==> config.mk <==
export PLATFORM = sky130hd
export DESIGN_NAME = ctrl_pipe_reg
export DESIGN_NICKNAME = d
export VERILOG_FILES = /design/src/rtl/ctrl_pipe_reg.sv
export SDC_FILE = /design/constraint.sdc
export NUM_CORES = 1
export LEC_CHECK = 0
export BUFFER_PORTS_ARGS = -buffer_cell sky130_fd_sc_hd__buf_2
export CAP_MARGIN = 5
export CORE_MARGIN = 4
export CORE_UTILIZATION = 35
export CTS_CLUSTER_SIZE = 16
export DETAILED_ROUTE_END_ITERATION = 16
export PLACE_DENSITY = 0.77
export REMOVE_ABC_BUFFERS = 1
export SETUP_SLACK_MARGIN = 0.15
export SLEW_MARGIN = 25
export SYNTH_ARGS = -nofsm -noshare
export SYNTH_HDL_FRONTEND = slang
export SYNTH_SLANG_ARGS = --single-unit
==> constraint.sdc <==
create_clock -name clk -period 1.3 [get_ports clk]
set_input_delay 0.065 -clock clk [delete_from_list [all_inputs] [get_ports clk]]
set_output_delay 0.065 -clock clk [all_outputs]
set_load 0.005 [all_outputs]
==> src/rtl/ctrl_pipe_reg.sv <==
// rtl/ctrl_pipe_reg.sv - parametrised control-word pipeline register with stall, flush and occupancy
// Optional performance counters are enabled by defining CTRL_PIPE_PERF_EN.

module ctrl_pipe_reg #(
    parameter int                 WIDTH      = 4,
    parameter int                 DEPTH      = 1,
    parameter logic [WIDTH-1:0]   BUBBLE_VAL = '0
) (
    input  logic                         clk,
    input  logic                         rst,
    input  logic                         stall_i,
    input  logic                         flush_i,
    input  logic                         in_valid_i,
    input  logic [WIDTH-1:0]             in_data_i,
    output logic                         out_valid_o,
    output logic [WIDTH-1:0]             out_data_o,
    output logic [$clog2(DEPTH+1)-1:0]   occ_o,
    output logic [15:0]                  stall_cnt_o,
    output logic [15:0]                  flush_cnt_o
);

    localparam int OCC_W = $clog2(DEPTH + 1);

    logic [DEPTH-1:0] valid_q;
    logic [WIDTH-1:0] data_q [DEPTH];
    logic [OCC_W-1:0] occ_q;

    // Invalid stages always carry BUBBLE_VAL so downstream write enables stay low.
    always_ff @(posedge clk or posedge rst) begin
        if (rst) begin
            valid_q <= '0;
            occ_q   <= '0;
            for (int i = 0; i < DEPTH; i++) begin
                data_q[i] <= BUBBLE_VAL;
            end
        end else if (flush_i) begin
            valid_q <= '0;
            occ_q   <= '0;
            for (int i = 0; i < DEPTH; i++) begin
                data_q[i] <= BUBBLE_VAL;
            end
        end else if (!stall_i) begin
            valid_q[0] <= in_valid_i;
            data_q[0]  <= in_valid_i ? in_data_i : BUBBLE_VAL;
            for (int i = 1; i < DEPTH; i++) begin
                valid_q[i] <= valid_q[i-1];
                data_q[i]  <= data_q[i-1];
            end
            occ_q <= occ_q + OCC_W'(in_valid_i) - OCC_W'(valid_q[DEPTH-1]);
        end
    end

    assign out_valid_o = valid_q[DEPTH-1];
    assign out_data_o  = data_q[DEPTH-1];
    assign occ_o       = occ_q;

`ifdef CTRL_PIPE_PERF_EN
    logic [15:0] stall_cnt_q;
    logic [15:0] flush_cnt_q;

    // Both counters saturate rather than wrap.
    always_ff @(posedge clk or posedge rst) begin
        if (rst) begin
            stall_cnt_q <= '0;
            flush_cnt_q <= '0;
        end else begin
            if (flush_i) begin
                if (flush_cnt_q != 16'hFFFF) flush_cnt_q <= flush_cnt_q + 16'd1;
            end else if (stall_i) begin
                if (stall_cnt_q != 16'hFFFF) stall_cnt_q <= stall_cnt_q + 16'd1;
            end
        end
    end

    assign stall_cnt_o = stall_cnt_q;
    assign flush_cnt_o = flush_cnt_q;
`else
    assign stall_cnt_o = 16'd0;
    assign flush_cnt_o = 16'd0;
`endif

endmodule
==> results.py <==
metrics = {
    "route": {
        "avgViaCountPerCell": 3.71,
        "drt_iter0_markers": 4,
        "wire_per_inst_um": 8.53,
        "first_pass_iters": 4,
        "totalWireLength_um": 759,
        "vias": 330,
        "drc_errors": 0,
        "postRouteAntennaNets": 0,
    },
    "flow_run": {
        "cap_violations": 0,
    },
    "setup_path": {
        "r2r-end": "occ_o",
        "worst_r2r_startpoint": "out_valid_o",
        "cp-start-kind": "register",
        "r2r_cells": 3,
        "crit_arrival_ps": 1210,
        "crit_path_end_kind": "register",
        "critical_path_class": "reg2reg",
        "crit_fanout": 3,
        "crit_required_ps": 1470,
        "rrSetupSlack_ps": 260,
        "critPathLaunch": "out_valid_o",
    },
    "place": {
        "place_ws_ps": 271,
        "place.gp.congestion": 0.606,
        "dp_hpwl_um": 685,
        "place_area_um2": 458,
        "io_buffers": 14,
    },
    "cells_and_area": {
        "final_common_cell": "conb_1",
        "nNetsFinal": 85,
        "multiInputGateArea_um2": 215,
        "syn2layout_area_growth_pct": -1.26,
        "antenna_cells": 0,
        "post-route-cell-area_um2": 490,
        "fill_cells": 131,
        "seqCellArea_um2": 150,
        "layout_common_cells": "conb_1 (32), buf_2 (14), dfrtp_1 (6), a21oi_1 (4)",
        "drive_above_1_share": 0.230,
    },
    "clocking": {
        "cts_buffers": 3,
        "cts_sinks": 6,
        "cts_setup_buffers": 0,
        "clockRootBuffer": "clkbuf_4",
        "clk_latency_ps": 240,
        "path_clk_slew_ps": 50,
        "clock_tree.buffer_depth": 2,
        "htree_levels": 1,
        "cts_tree": "yes",
    },
    "global_routing": {
        "grt_pass1_vias": 270,
        "top_usage_layer": "met2",
        "grt_pass1_wl_mm": 1.00,
        "track_usage": 0.0713,
        "grt_max_degree": 11,
        "overflow": 0,
        "gr-usage-met2": 0.125,
        "grt_use_met3": 0.0395,
        "antenna_found_initial": 0,
        "use_met1": 0.0576,
    },
    "sta": {
        "post-route-period-util": 0.798,
        "timing.final.crit_period_ps": 1040,
        "setup_violations": 0,
        "max_freq_ghz": 0.963,
        "rsz0062_at_grt": "no",
        "fin_ws_ps": 262,
        "clock_skew_ps": 3.58,
        "slew_violations": 0,
        "hold_viol": 0,
        "fin_tns_setup_ps": 0,
    },
    "synthesis": {
        "synthCells": 58,
        "synth_cell_types": 14,
        "ys_ff_latch": 6,
        "synthAdderAreaFrac": 0,
        "synth_top_family_by_area": "buffers and inverters",
        "syn_area_um2": 497,
        "ys_warn_count": 0,
        "synth_xor_area_frac": 0.0176,
        "synth-simple-area-share": 0.0932,
        "syn_avg_cell_area_um2": 8.56,
        "synth_seq_area_share": 0.302,
        "synthMuxAreaShare": 0,
        "synth_compound_area_frac": 0.0806,
    },
    "outcome": {
        "status": "completed",
    },
    "power": {
        "p_int_uw": 328,
        "p_clk_frac": 0.387,
        "power_frac_seq": 0.446,
        "power.leakage_nw": 0.296,
        "pwr-share-comb": 0.167,
        "switching_share": 0.272,
        "powerDensity_nw_per_um2": 917,
        "switchingPower_uw": 122,
        "ir_drop_v": 0.000322,
    },
    "die": {
        "initial_core_util": 0.377,
        "core_area_um2": 1320,
        "dieArea_um2": 2090,
        "die_x_um": 45.7,
        "rows": 13,
        "die_h_um": 45.7,
        "ios": 47,
    },
    "min_path": {
        "holdCritPathClass": "in2reg",
        "hold_depth": 2,
        "hold_end": "out_data_o[0]",
        "min_from": "flush_i",
    },
}
==> area by class of cell <==
class | instances | share of cell area
clock buffer | 3 | 0.0459
inverter | 1 | 0.00765
multi-input combinational | 49 | 0.439
sequential | 6 | 0.306
timing repair buffer | 15 | 0.163
tap | 15 | 0.0383
==> metrics by stage <==
step	cells	utilization	power (mW)	hold WS (ps)
after CTS	89	0.372	0.451	44.1
after global routing	89	0.372	0.475	64.9
after global placement	85	0.348	0.274	-14.9
after detailed placement	85	0.348	0.275	-11.4
final	89	0.372	0.450	40.2
after floorplan	56	-	0.245	-144
==> kinds of logic after synthesis <==
logic type / after synthesis
and+or+nand+nor: 9
DFF: 6
AOI/OAI and AO/OA: 7
other: 1
buffers and inverters: 34
xor gates and xnor gates: 1
==> power groups by stage <==
stage | clock, mW | combinational (mW) | sequential, mW
finish | 0.174 | 0.0751 | 0.201
CTS | 0.176 | 0.0737 | 0.201
global placement | 0 | 0.0704 | 0.204
global route | 0.184 | 0.0889 | 0.202
floorplan | 0 | 0.0399 | 0.205
detailed placement | 0 | 0.0710 | 0.204
==> layer usage <==
metal / wire, µm / vias to the layer above
li1: - / 151
met2: 394 / 31
met5: 0 / -
met3: 155 / 2
met4: 11 / 0
met1: 197 / 146
==> worst max-delay path by stage <==
stage               depth (start not counted)     to
CTS                                         3  occ_o
global route                                3  occ_o
detailed placement                          3  occ_o
finish                                      3  occ_o
global placement                            3  occ_o
floorplan                                   3  occ_o
==> sequential cells by signal (all words and copies together) (netlist names) <==
name and count:
occ_o 1, out_data_o 4, out_valid_o 1
==> worst max-delay path, cell delays in order (launching register included) <==
cell	delay, ps
dfrtp_1	390
xnor2_1	130
or3_1	300
a21oi_1	140
==> what timing repair did <==
action	4_1_cts	5_1_grt
endpoints found under the hold margin	6	0
resized for setup	0	0
hold buffers	1	0
==> synthesized netlist by cell type (all sizes together) <==
library cell | count | area, µm²
buf | 32 | 240
dfrtp | 6 | 150
a21oi | 4 | 20.0
nor2 | 3 | 11.3
a22oi | 2 | 15.0
nand2 | 2 | 7.51
nand3b | 2 | 15.0
clkbuf | 1 | 3.75
conb | 1 | 3.75
inv | 1 | 3.75
nor2b | 1 | 6.26
o21ai | 1 | 5.00
or3 | 1 | 6.26
xnor2 | 1 | 8.76
Note: power is estimated with default switching activity, not from simulation.
